--- config.mk ---
export PLATFORM = sky130hd
export DESIGN_NAME = qdiv_seq
export DESIGN_NICKNAME = d
export VERILOG_FILES = /design/src/rtl/fixed_pt_pkg.sv /design/src/rtl/qdiv_seq.sv
export SDC_FILE = /design/constraint.sdc
export NUM_CORES = 1
export LEC_CHECK = 0
export CAP_MARGIN = 20
export CORE_AREA = 2 2 86 80
export CTS_CLUSTER_DIAMETER = 120
export DETAILED_ROUTE_END_ITERATION = 8
export DIE_AREA = 0 0 88 82
export MAX_ROUTING_LAYER = met4
export SLEW_MARGIN = 20
export SYNTH_ARGS = -nofsm -noshare
export SYNTH_HDL_FRONTEND = slang
export SYNTH_SLANG_ARGS = --single-unit
--- constraint.sdc ---
create_clock -name clk -period 2.7 [get_ports clk]
set_input_delay 0.54 -clock clk [delete_from_list [all_inputs] [get_ports clk]]
set_output_delay 0.54 -clock clk [all_outputs]
set_load 0.005 [all_outputs]
--- src/rtl/fixed_pt_pkg.sv ---
`default_nettype none
// ============================================================================
//  Module   : fixed_pt_pkg
//  Brief    : Shared definitions for the sign-magnitude fixed-point datapaths
//             (default Q-format, divider state encoding, sign helper).
//  Revision : 1.0
// ============================================================================
package fixed_pt_pkg;

  // Default format: 8-bit word, sign bit plus 7 magnitude bits, 6 fractional.
  localparam int Q_DEFAULT = 6;
  localparam int N_DEFAULT = 8;

  // Divider controller state encoding.
  typedef enum logic [1:0] {
    IDLE = 2'd0,
    CALC = 2'd1,
    DONE = 2'd2
  } state_e;

  // Result sign in sign-magnitude form: XOR of the operand signs, forced
  // to 0 when the magnitude is zero so that -0 is never produced.
  function automatic logic sm_sign(input logic sign_a, input logic sign_b,
                                   input logic mag_nonzero);
    return (sign_a ^ sign_b) & mag_nonzero;
  endfunction

endpackage : fixed_pt_pkg
`default_nettype wire

--- src/rtl/qdiv_seq.sv ---
`default_nettype none
// ============================================================================
//  Module   : qdiv_seq
//  Brief    : Sequential restoring divider for sign-magnitude Q-format values.
//             One quotient bit per clock, start/busy/done handshake, result
//             saturates on overflow and flags division by zero.
//  Revision : 1.0
// ============================================================================
module qdiv_seq
  import fixed_pt_pkg::*;
#(
  parameter int Q = Q_DEFAULT,
  parameter int N = N_DEFAULT
) (
  input  logic         clk,
  input  logic         rst_n,
  input  logic         start_i,
  input  logic [N-1:0] dividend_i,
  input  logic [N-1:0] divisor_i,
  output logic         busy_o,
  output logic         done_o,
  output logic [N-1:0] quotient_o,
  output logic         overflow_o,
  output logic         div_zero_o
);

  // The magnitude is shifted left by Q before dividing so that the integer
  // quotient already carries Q fractional bits.
  localparam int ITERS = N - 1 + Q;
  localparam int CW    = $clog2(ITERS);

  state_e             state_q;
  logic [CW-1:0]      cnt_q;
  logic [ITERS-1:0]   wdvd_q;     // working dividend, consumed MSB first
  logic [N-1:0]       rem_q;      // partial remainder, one guard bit
  logic [ITERS-1:0]   raw_q;      // unsaturated quotient
  logic [N-2:0]       dvs_q;      // |divisor|
  logic               sa_q;
  logic               sb_q;
  logic               dz_flag_q;
  logic               busy_q;
  logic               done_q;
  logic [N-1:0]       quot_q;
  logic               ovf_q;
  logic               dz_q;

  logic [N:0]         step_d;     // {quotient bit, new remainder}
  logic               ovf_d;
  logic [N-2:0]       mag_d;

  // One restoring step: shift the next dividend bit into the remainder and
  // subtract the divisor if it fits. The guard bit can only be set when the
  // shifted remainder certainly exceeds the divisor.
  function automatic logic [N:0] restore_step(input logic [N-1:0] rem,
                                              input logic [N-2:0] dvs,
                                              input logic         din);
    logic [N-1:0] t;
    logic         ge;
    t  = {rem[N-2:0], din};
    ge = rem[N-1] | (t >= {1'b0, dvs});
    if (ge) begin
      return {1'b1, t - {1'b0, dvs}};
    end else begin
      return {1'b0, t};
    end
  endfunction

  // Next restoring step and saturated result magnitude.
  always_comb begin
    step_d = restore_step(rem_q, dvs_q, wdvd_q[ITERS-1]);
    ovf_d  = |raw_q[ITERS-1:N-1];
    mag_d  = ovf_d ? {(N-1){1'b1}} : raw_q[N-2:0];
  end

  // Controller, datapath registers and registered outputs.
  always_ff @(posedge clk or negedge rst_n) begin
    if (!rst_n) begin
      state_q   <= IDLE;
      cnt_q     <= '0;
      wdvd_q    <= '0;
      rem_q     <= '0;
      raw_q     <= '0;
      dvs_q     <= '0;
      sa_q      <= 1'b0;
      sb_q      <= 1'b0;
      dz_flag_q <= 1'b0;
      busy_q    <= 1'b0;
      done_q    <= 1'b0;
      quot_q    <= '0;
      ovf_q     <= 1'b0;
      dz_q      <= 1'b0;
    end else begin
      done_q <= 1'b0;
      case (state_q)
        IDLE: begin
          if (start_i) begin
            sa_q   <= dividend_i[N-1];
            sb_q   <= divisor_i[N-1];
            dvs_q  <= divisor_i[N-2:0];
            wdvd_q <= {dividend_i[N-2:0], {Q{1'b0}}};
            rem_q  <= '0;
            raw_q  <= '0;
            cnt_q  <= CW'(ITERS - 1);
            if (divisor_i[N-2:0] == '0) begin
              dz_flag_q <= 1'b1;
              state_q   <= DONE;
            end else begin
              dz_flag_q <= 1'b0;
              busy_q    <= 1'b1;
              state_q   <= CALC;
            end
          end
        end
        CALC: begin
          rem_q  <= step_d[N-1:0];
          raw_q  <= {raw_q[ITERS-2:0], step_d[N]};
          wdvd_q <= {wdvd_q[ITERS-2:0], 1'b0};
          if (cnt_q == '0) begin
            busy_q  <= 1'b0;
            state_q <= DONE;
          end else begin
            cnt_q <= cnt_q - CW'(1);
          end
        end
        DONE: begin
          done_q <= 1'b1;
          if (dz_flag_q) begin
            // Full-scale magnitude is never zero, so the sign is the plain XOR.
            quot_q <= {sa_q ^ sb_q, {(N-1){1'b1}}};
            ovf_q  <= 1'b0;
            dz_q   <= 1'b1;
          end else begin
            quot_q <= {sm_sign(sa_q, sb_q, |mag_d), mag_d};
            ovf_q  <= ovf_d;
            dz_q   <= 1'b0;
          end
          state_q <= IDLE;
        end
        default: begin
          state_q <= IDLE;
        end
      endcase
    end
  end

  assign busy_o     = busy_q;
  assign done_o     = done_q;
  assign quotient_o = quot_q;
  assign overflow_o = ovf_q;
  assign div_zero_o = dz_q;

endmodule : qdiv_seq
`default_nettype wire

* Word level (Yosys, flattened, before mapping)
Index checks and enable logic that the tools add are counted.
Storage, ports and cells: output and inout bits 12, bits in read-only memories 0, input port bits 19, RAM bits 0, word-level logic and storage cells 61, memories 0, bits in latches 0, register bits 62
Operators by class: $add $sub $neg 2, $lt $le $gt $ge 1, eq/ne operators 6, reduce and logical (&&, ||, !) cells 11, bitwise logic cells 3, multiply operators 0, shifts and indexed selects 0, multiplexer cells 24, divide/modulo/power cells 0
Operators with widths (number):
- $pmux W13 S2 | 2
- $mux W13 | 2
- $mux W8 | 2
- $pmux W8 S2 | 1
- $mux W9 | 1
- $ge A8 B7 Y1 | 1
- $mux W4 | 2
- $ne A2 B2 Y1 const B | 4
- $pmux W4 S2 | 1
- $sub A8 B7 Y8 | 1
- $logic_not A7 Y1 | 1
- $mux W1 | 7
- $mux W7 | 1
- $reduce_or A7 Y1 | 1
- $mux W2 | 3
- $reduce_and A2 Y1 | 3
- $reduce_or A6 Y1 | 1
- $logic_not A4 Y1 | 1
- $pmux W2 S2 | 1
- $reduce_and A4 Y1 | 1
- $sub A4 B1 Y4 const B | 1
- $reduce_and A3 Y1 | 1
- $eq A2 B1 Y1 const B | 1
- $eq A2 B2 Y1 const B | 1
- 6 further kinds | 6

* Longest topological paths before layout
Gate-level depths: netlist of the first run.
word-level depth 5, depth in mapped cells 10, mapped depth without buffers 9

* Least setup slack after synthesis of the first run
OpenSTA, ideal clock, no wires.
path kind register to register, start point reg wdvd_q[12], end point reg rem_q[0], period minus slack after synthesis 2.224 ns, required time 2.579 ns, stages on the path, launching flop included 11, slack 0.476 ns, buffers on the path 1, arrival time 2.103 ns, library setup time 0.121 ns, cell sequence dfrtp_1 -> inv_1 -> ha_1 -> inv_1 -> fa_1 -> a21o_1 -> a2111oi_2 -> o21ai_1 -> buf_6 -> mux2i_1 -> a22o_1
On the way: cells in the longest elaborated chain, start to end 4, elaborated cells between the ends (all ways) 5, those cells by class add/sub: 1; order compare: 1; mux: 2; bitwise: 1
RTL lines:
- from (decl) | RTL line qdiv_seq.sv:34 | logic [ITERS-1:0] wdvd_q;
- from (signal assigned) | RTL line qdiv_seq.sv:100 | wdvd_q <= {dividend_i[N-2:0], {Q{1'b0}}};
- from (signal assigned) | RTL line qdiv_seq.sv:117 | wdvd_q <= {wdvd_q[ITERS-2:0], 1'b0};
- $ge A8 B7 Y1 | RTL line qdiv_seq.sv:60 | ge = rem[N-1] | (t >= {1'b0, dvs});
- $or A1 B1 Y1 | RTL line qdiv_seq.sv:60
- $mux W9 (*) | RTL line qdiv_seq.sv:61 | if (ge) begin
- $pmux W8 S2 (*) | RTL line qdiv_seq.sv:94 | case (state_q)
- to (signal assigned) | RTL line qdiv_seq.sv:115 | rem_q <= step_d[N-1:0];
- to (decl) | RTL line qdiv_seq.sv:35 | logic [N-1:0] rem_q;
Every way passes the cells marked *; elsewhere a longest branch is shown, timed or not. A chain may end at the register's enable or synchronous reset.

* Worst setup path in the final report of the first run
start point reg wdvd_q[12], end point reg rem_q[6]
The elaborated chain is that of the path after synthesis.

==> results.json, run 1 <==
{
  "worst_setup_path_end_kind": "flop",
  "drive_gt1_share_pct": 6.27,
  "drcViolationCount": 0,
  "clock_path_buffers": 2,
  "syn_nets": 299,
  "pwr-share-comb_pct": 50.7,
  "drtIter0Drc": 109,
  "fin_nets": 330,
  "dp_hpwl_um": 4240,
  "final_cell_mix": "56 x dfrtp_1, 35 x nand2_1, 29 x clkdlybuf4s50_1",
  "r2r_setup_slack_ns": 0.35,
  "grt_overflow_total": 0,
  "final_hold_viol_count": 0,
  "pwr-share-clk_pct": 13.3,
  "io_buffer_count": 30,
  "synth-main-ff-cell": "dfrtp_1",
  "grt_pass1_wl_um": 9850,
  "antenna_found_initial": 0,
  "syn_inst": 271,
  "ys_ff_latch": 56,
  "ant_nets": 0,
  "row_count": 28,
  "fp.dieW_um": 88,
  "clk_latency_ns": 0.30,
  "startpoint": "wdvd_q[12]$_DFFE_PN0P_",
  "outcome": "finished clean",
  "ys_warn_count": 0,
  "fin_skew_ns": 0.00500,
  "grt_pass1_vias": 2059,
  "power.switching_mw": 1.64,
  "reg2reg_from": "wdvd_q[12]$_DFFE_PN0P_",
  "cts-buffers-inserted": 5,
  "die_h_um": 82,
  "viasPerCell": 5.38,
  "tns_ns": 0,
  "gp_congestion": 0.862,
  "p_int_mw": 2.53,
  "worstPathRequired_ns": 2.91,
  "cts_resized": 0,
  "maxCapViolations": 0,
  "cts_tree": "done",
  "initial_core_util_pct": 43.3,
  "cp_max_fo": 6,
  "ys_seq_area_share_pct": 51.1,
  "p_sw_share_pct": 39.4,
  "critPathKind": "flop to flop",
  "cts.clk_slew.worst_paths_ns": 0.10,
  "finalCritPeriodShare_pct": 87.2,
  "cp_data_arrival_time_ns": 2.57,
  "setup_viol": 0,
  "htreeDepth": 2,
  "area_delta_synth_final_pct": 18.6,
  "synth_area_mm2": 0.00274,
  "grt_start_max_net_pins": 28,
  "cts_setup_buffers": 0,
  "wirelength_um": 5750,
  "final_cells": 393,
  "rsz0062_at_grt": "no",
  "io_pins": 31,
  "holdWs_ns": 0.0941,
  "place_inst": 385,
  "p_seq_share_pct": 36.0,
  "critPathLaunchType": "flop",
  "max-slew-margin-rel_pct": 53.8,
  "die_area_mm2": 0.00722,
  "async_reset_ff_share_pct": 100,
  "root_buffer": "clkbuf_8",
  "wire_per_inst_um": 14.6,
  "cts.sinks": 56,
  "vias": 2114,
  "layout_commonest_cell": "dfrtp_1",
  "synth-edff-count": 0,
  "fmax_mhz": 425,
  "postSynthAreaPerCell_um2": 10.1,
  "leakage_nw": 1.48,
  "diodes": 0,
  "slew_violations": 0,
  "fin_crit_ns": 2.35,
  "tightest_slew_ns": 0.691,
  "hold_buffers": 0,
  "synth_cell_type_count": 42,
  "grt_use_total_pct": 18.0,
  "drt_pre_antenna_iters": 4,
  "ir_drop_uv": 608,
  "hp-class": "input pin to async pin",
  "p_per_area_mw_per_mm2": 1280,
  "placeableCoreArea_mm2": 0.00634
}
per-stage QoR:
step	power [mW]	worst slack [ns]	utilization, %	area (um^2)
6_report	4.17	0.346	51.3	3250
5_1_grt	4.55	0.174	51.3	3250
4_1_cts	4.20	0.332	51.3	3250
3_5_place_dp	3.63	0.365	49.5	3140
3_3_place_gp	3.58	0.395	49.5	3140
2_1_floorplan	3.03	0.476	-	2740
cells in the mapped netlist (all sizes together), types with 2 or more instances:
cell	n	area share [%]
and4	2	0.64
mux2i	7	2.6
a21oi	11	2.0
buf	7	1.7
o22a	6	1.9
xor2	2	0.64
or3	2	0.46
clkbuf	8	1.1
inv	14	1.9
o21ai	27	4.9
a21o	4	1.1
xnor2	2	0.64
nor2	10	1.4
nor3b	2	0.55
a31oi	2	0.46
nor3	5	0.91
nand2b	5	1.1
nor4	5	1.1
a22oi	6	1.6
nor2b	8	1.8
dfrtp	56	51
ha	8	3.6
o31ai	3	0.82
a2bb2oi	2	0.64
a22o	18	5.7
nand2	35	4.8
power by group through the flow:
stage,Sequential [mW],Combinational (mW),Clock [mW]
after global routing,1.55,2.39,0.611
after detailed placement,1.51,2.12,0
after global placement,1.50,2.08,0
after CTS,1.50,2.12,0.575
after floorplan,1.42,1.61,0
final,1.50,2.11,0.555
routing by layer:
layer	routed length, um	vias up	global-route usage, %
li1	-	1034	-
met2	2720	28	28.3
met4	18	0	4.00
met5	0	-	-
met3	142	3	3.32
met1	2870	1049	24.4
path summary, 6_finish.rpt:
| check | endpoint | depth (start not counted) |
|---|---|---|
| setup / recovery | rem_q[6]$_DFFE_PN0P_ | 10 |
| hold / removal | quotient_o[6]$_DFFE_PN0P_ | 1 |
| setup reg to reg | rem_q[6]$_DFFE_PN0P_ | 10 |
| hold reg to reg | div_zero_o$_DFFE_PN0P_ | 2 |
| max in group asynchronous | cnt_q[3]$_DFFE_PN0P_ | 2 |
| min in group clk | div_zero_o$_DFFE_PN0P_ | 2 |
cell families after synthesis:
kind of cell,synth area share (%)
buf+inv,4.88
simple gates,13.8
flops,51.1
xor+xnor,1.28
mux,2.55
fa+ha+maj,4.38
compound gates,22.0
critical path, cell delays in order (launching register included):
cell and delay [ns]:
dfrtp_1 0.39, inv_1 0.09, ha_1 0.17, inv_1 0.05, fa_1 0.39, a21o_1 0.21, a2111oi_2 0.34, o21ai_1 0.13
buf_4 0.17, and4_1 0.14, o31ai_1 0.19
sequential cells by signal, indices dropped and copies added (netlist names), 2 cells and up:
signal and flops:
raw_q 13, state_q 2, quotient_o 8, rem_q 8, wdvd_q 7, cnt_q 4
dvs_q 7
final cells by class:
cell class	count	area [um^2]
sequential	56	1400
multi-input combinational	185	1210
timing repair buffer	39	363
clock inverter	2	38.8
tap	90	113
clock buffer	6	72.6
fill	568	3090
inverter	15	56.3
Power figures use the tool's default switching activity.
==> inputs of run 2 (changes only) <==
- CTS_BUF_LIST: not set -> sky130_fd_sc_hd__clkbuf_2
- PLACE_DENSITY: not set -> 0.76
==> run 2 against run 1 <==
Clock power shrank 23%. Highest routed layer unchanged. Clock skew is 0.019 ns higher. Power decreased by 2.9%. Sequential power about the same. Worst setup slack worse by 0.043 ns. Register-to-register slack lost 0.04 ns. Die area is the same. Maximum frequency is 1.8% lower. First-iteration DRC count grew 31%. Non-clock buffer count fell by 1. Largest cell class unchanged.
==> results.json, run 2 (synthesis results as in run 1) <==
{
  "final_cells": 392,
  "hold_buffers": 0,
  "fin_skew_ns": 0.0237,
  "cts_resized": 0,
  "antenna_found_initial": 0,
  "setup_viol": 0,
  "grt_use_total_pct": 17.6,
  "grt_start_max_net_pins": 57,
  "cts.clk_slew.worst_paths_ns": 0.28,
  "wire_per_inst_um": 14.9,
  "grt_overflow_total": 0,
  "critPathKind": "flop to flop",
  "ir_drop_uv": 536,
  "fin_crit_ns": 2.40,
  "p_per_area_mw_per_mm2": 1260,
  "place_area_mm2": 0.00313,
  "root_buffer": "clkbuf_2",
  "layout_commonest_cell": "dfrtp_1",
  "drtIter0Drc": 143,
  "rsz0062_at_grt": "no",
  "max-slew-margin-rel_pct": 47.2,
  "io_buffer_count": 30,
  "largest_reg_flops": 13,
  "fin_nets": 329,
  "wirelength_um": 5820,
  "finalCritPeriodShare_pct": 88.8,
  "diodes": 0,
  "tightest_slew_ns": 0.790,
  "gp_congestion": 0.891,
  "final_cell_mix": "56 x dfrtp_1, 35 x nand2_1, 29 x clkdlybuf4s50_1",
  "stdcell_area_mm2": 0.00320,
  "die_h_um": 82,
  "final_hold_viol_count": 0,
  "top_usage_layer": "met2",
  "initial_core_util_pct": 43.3,
  "row_count": 28,
  "ant_nets": 0,
  "dp_hpwl_um": 4100,
  "cts-buffers-inserted": 5,
  "maxCapViolations": 0,
  "place_inst": 384,
  "tns_ns": 0,
  "area_delta_synth_final_pct": 16.7,
  "clk_latency_ns": 0.44,
  "drt_pre_antenna_iters": 4,
  "cts_setup_buffers": 0,
  "viasPerCell": 5.43,
  "cp_data_arrival_time_ns": 2.79,
  "slew_violations": 0,
  "leakage_nw": 1.47,
  "clock_path_buffers": 2,
  "fp.dieW_um": 88,
  "drive_gt1_share_pct": 6.29,
  "htreeDepth": 2,
  "worst_setup_path_end_kind": "flop",
  "met3_usage_pct": 3.32,
  "placeableCoreArea_mm2": 0.00634,
  "hp-class": "input pin to async pin",
  "grtUsageMet1_pct": 25.0,
  "drcViolationCount": 0,
  "grt_pass1_vias": 2004,
  "io_pins": 31,
  "cts_tree": "done",
  "worstPathRequired_ns": 3.09,
  "vias": 2130,
  "critPathLaunchType": "flop",
  "cp_max_fo": 6,
  "cts.sinks": 56,
  "grt_pass1_wl_um": 9650,
  "n_fill_cell": 563,
  "regMostFlops": "raw_q",
  "grtUsageMet2_pct": 26.2,
  "fmax_mhz": 417,
  "die_area_mm2": 0.00722,
  "reg2reg_depth": 10,
  "outcome": "finished clean"
}
==> run 2: per-layer routing <==
layer / vias up / wire (um)
li1: 1037 / -
met1: 1047 / 2890
met2: 42 / 2690
met3: 4 / 199
met4: 0 / 37
met5: - / 0
==> run 2: worst paths after layout <==
kind,from,endpoint,slack [ns]
max in group asynchronous,rst_n,dvs_q[2]$_DFFE_PN0P_,2.05
worst max register to register,wdvd_q[12]$_DFFE_PN0P_,rem_q[6]$_DFFE_PN0P_,0.30
worst min-delay path,rst_n,sb_q$_DFFE_PN0P_,0.17
min in group clk,quotient_o[0]$_DFFE_PN0P_,quotient_o[0]$_DFFE_PN0P_,0.52
worst max-delay path,wdvd_q[12]$_DFFE_PN0P_,rem_q[6]$_DFFE_PN0P_,0.30
worst min register to register,quotient_o[0]$_DFFE_PN0P_,quotient_o[0]$_DFFE_PN0P_,0.52
==> run 2: through the flow <==
step	utilization [%]	hold slack [ns]	worst slack, ns	power, mW
after floorplan	-	0.244	0.476	3.03
after global placement	49.4	0.466	0.402	3.54
after detailed placement	49.4	0.478	0.278	3.62
after CTS	50.5	0.176	0.279	4.05
after global routing	50.5	0.176	0.136	4.39
final	50.5	0.167	0.302	4.04
==> run 2: critical path, cell delays in order, from the launching register on <==
cell and delay [ns]:
dfrtp_1 0.44, inv_1 0.10, ha_1 0.17, inv_1 0.05
fa_1 0.40, a21o_1 0.22, a2111oi_2 0.35, o21ai_1 0.14
buf_4 0.17, and4_1 0.15, o31ai_1 0.18
==> run 2: cell type report <==
class | instances | area (um^2) | area share, %
Tap cell | 90 | 113 | 3.52
Inverter | 15 | 56.3 | 1.76
Clock buffer | 6 | 30.0 | 0.938
Sequential cell | 56 | 1400 | 43.8
Timing Repair Buffer | 38 | 355 | 11.1
Multi-Input combinational cell | 185 | 1210 | 37.7
Clock inverter | 2 | 38.8 | 1.21
==> run 2: report_power, final <==
part           switching [mW]  leakage (nW)  internal (mW)
combinational            1.08         0.713           1.04
clock                   0.262        0.0436          0.164
sequential              0.301         0.711           1.20
total                    1.65          1.47           2.40
==> inputs of run 3 (changes only) <==
- CAP_MARGIN: 20 -> 0
- CORE_AREA: 2 2 86 80 -> 2 2 76 71
- DIE_AREA: 0 0 88 82 -> 0 0 78 73
- PLACE_DENSITY: 0.76 -> 0.92
- clock period: 2.7 -> 2.3 ns (I/O delays scaled with it)
==> run 3 against run 2 <==
The run now ends with negative setup slack left. Global-route usage is 4.9 points higher. Register-to-register slack worse by 0.36 ns. Clock skew is 0.011 ns lower. Non-clock buffer count is 11 higher. Critical path type unchanged. Worst hold slack worse by 0.093 ns.
==> results.json, run 3 (synthesis results as in run 1) <==
{
  "io_buffer_count": 30,
  "rsz0062_at_grt": "yes",
  "fin_ws_ns": -0.0576,
  "worstPathRequired_ns": 2.68,
  "regMostFlops": "raw_q",
  "root_buffer": "clkbuf_2",
  "wire_per_inst_um": 15.9,
  "cts.clk_slew.worst_paths_ns": 0.27,
  "clock_path_buffers": 2,
  "slowest_delay_ns": 0.46,
  "io_pins": 31,
  "maxCapViolations": 0,
  "layout_commonest_cell": "dfrtp_1",
  "drive_gt1_share_pct": 11.8,
  "critPathLaunchType": "flop",
  "die_area_mm2": 0.00569,
  "grt_pass1_vias": 2028,
  "htreeDepth": 2,
  "largest_reg_flops": 13,
  "diodes": 0,
  "final_cell_mix": "56 x dfrtp_1, 35 x nand2_1, 29 x clkdlybuf4s50_1",
  "gp_congestion": 0.911,
  "tightest_slew_ns": 0.691,
  "crit_chain": "inv_2 -> ha_4 -> inv_2 -> fa_2 -> a21o_1 -> a2111oi_4 -> o21ai_2 -> buf_4 -> mux2i_1 -> a22o_1",
  "finalCritPeriodShare_pct": 103,
  "fin_crit_ns": 2.36,
  "cp_max_fo": 4,
  "cts.sinks": 56,
  "seq_area_mm2": 0.00140,
  "r2r_setup_slack_ns": -0.06,
  "holdWs_ns": 0.0737,
  "critPathSlowestCell": "dfrtp_1",
  "die_h_um": 73,
  "cts-buffers-inserted": 5,
  "dp_hpwl_um": 4020,
  "cpMostUsedCell": "inv_2",
  "grt_start_max_net_pins": 57,
  "antenna_found_initial": 0,
  "max-slew-margin-rel_pct": 54.0,
  "fin_skew_ns": 0.0123,
  "leakage_nw": 1.54,
  "ir_drop_uv": 798,
  "drcViolationCount": 0,
  "ant_nets": 0,
  "fmax_mhz": 424,
  "post-place-ws_ns": -0.182,
  "viasPerCell": 5.86,
  "row_count": 25,
  "grt_overflow_total": 0,
  "drtIter0Drc": 108,
  "clk_latency_ns": 0.46,
  "critPathKind": "flop to flop",
  "n_fill_cell": 373,
  "initial_core_util_pct": 54.8,
  "wirelength_um": 6060,
  "worst_setup_path_end_kind": "flop",
  "cts_tree": "done",
  "multiInputGateArea_mm2": 0.00125,
  "area_delta_synth_final_pct": 21.5,
  "violations": "negative setup slack",
  "fin_nets": 340,
  "final_hold_viol_count": 0,
  "setup_viol": 1,
  "cp_data_arrival_time_ns": 2.74,
  "grt_use_total_pct": 22.5,
  "drt_pre_antenna_iters": 4,
  "vias": 2225,
  "hp-class": "input pin to async pin",
  "grt_pass1_wl_um": 9760,
  "p_per_area_mw_per_mm2": 1590,
  "outcome": "complete, but fails checks",
  "slew_violations": 0,
  "fp.dieW_um": 78,
  "placeableCoreArea_mm2": 0.00500
}
[run 3: changes by cell type in the layout (fill, tap and decap cells not counted), sizes merged]
cell | before | now
buf | 9 | 20
bufinv | 1 | 2
clkbuf | 6 | 5
[run 3: per-stage QoR]
| stage | power (mW) | std cells | area [um^2] | utilization, % | setup TNS [ns] |
|---|---|---|---|---|---|
| 3_5_place_dp | 4.33 | 367 | 3150 | 62.9 | -0.542 |
| 2_1_floorplan | 3.56 | 271 | 2740 | - | 0 |
| 5_1_grt | 5.66 | 380 | 3330 | 66.6 | -0.504 |
| 3_3_place_gp | 4.15 | 367 | 3150 | 62.9 | 0 |
| 4_1_cts | 5.09 | 378 | 3290 | 65.7 | 0 |
| 6_report | 5.29 | 380 | 3330 | 66.6 | -0.0576 |
[run 3: worst paths after layout]
kind | startpoint | cells past startpoint | endpoint
max in group asynchronous | rst_n | 2 | dvs_q[5]$_DFFE_PN0P_
max reg2reg | wdvd_q[12]$_DFFE_PN0P_ | 10 | rem_q[0]$_DFFE_PN0P_
min in group clk | divisor_i[7] | 3 | sb_q$_DFFE_PN0P_
min | rst_n | 2 | raw_q[10]$_DFFE_PN0P_
max | wdvd_q[12]$_DFFE_PN0P_ | 10 | rem_q[0]$_DFFE_PN0P_
min reg2reg | div_zero_o$_DFFE_PN0P_ | 2 | div_zero_o$_DFFE_PN0P_
[run 3: what timing repair did]
action	CTS	global route
hold buffers	0	0
pin swaps	4	8
resized for setup	6	9
setup endpoints to repair	8	7
setup buffers	3	2
[run 3: area by class of cell]
class	instances	area share [%]
sequential	56	42.1
multi-input combinational	185	37.7
inverter	15	1.69
tap	67	2.52
clock inverter	3	2.07
clock buffer	5	0.751
timing repair buffer	49	13.3
[run 3: worst max-delay path: cells and delay by family (launching register included)]
family,cells,cell delay [ns]
DFF,1,0.46
muxes,1,0.11
adders and majority gates,2,0.48
AOI/OAI and AO/OA,4,0.94
buffers and inverters,3,0.28
[run 3: layer usage]
layer	up-vias	routed length (um)	track usage (%)
met5	-	0	-
met4	0	89	5.85
met3	7	260	3.71
met2	58	3020	35.7
met1	1103	2690	30.6
li1	1057	-	-
[run 3: where the power goes]
group / total [mW] / internal (mW) / switching, mW
combinational: 2.90 / 1.43 / 1.46
sequential: 1.78 / 1.41 / 0.373
clock: 0.611 / 0.296 / 0.315
total: 5.29 / 3.13 / 2.15
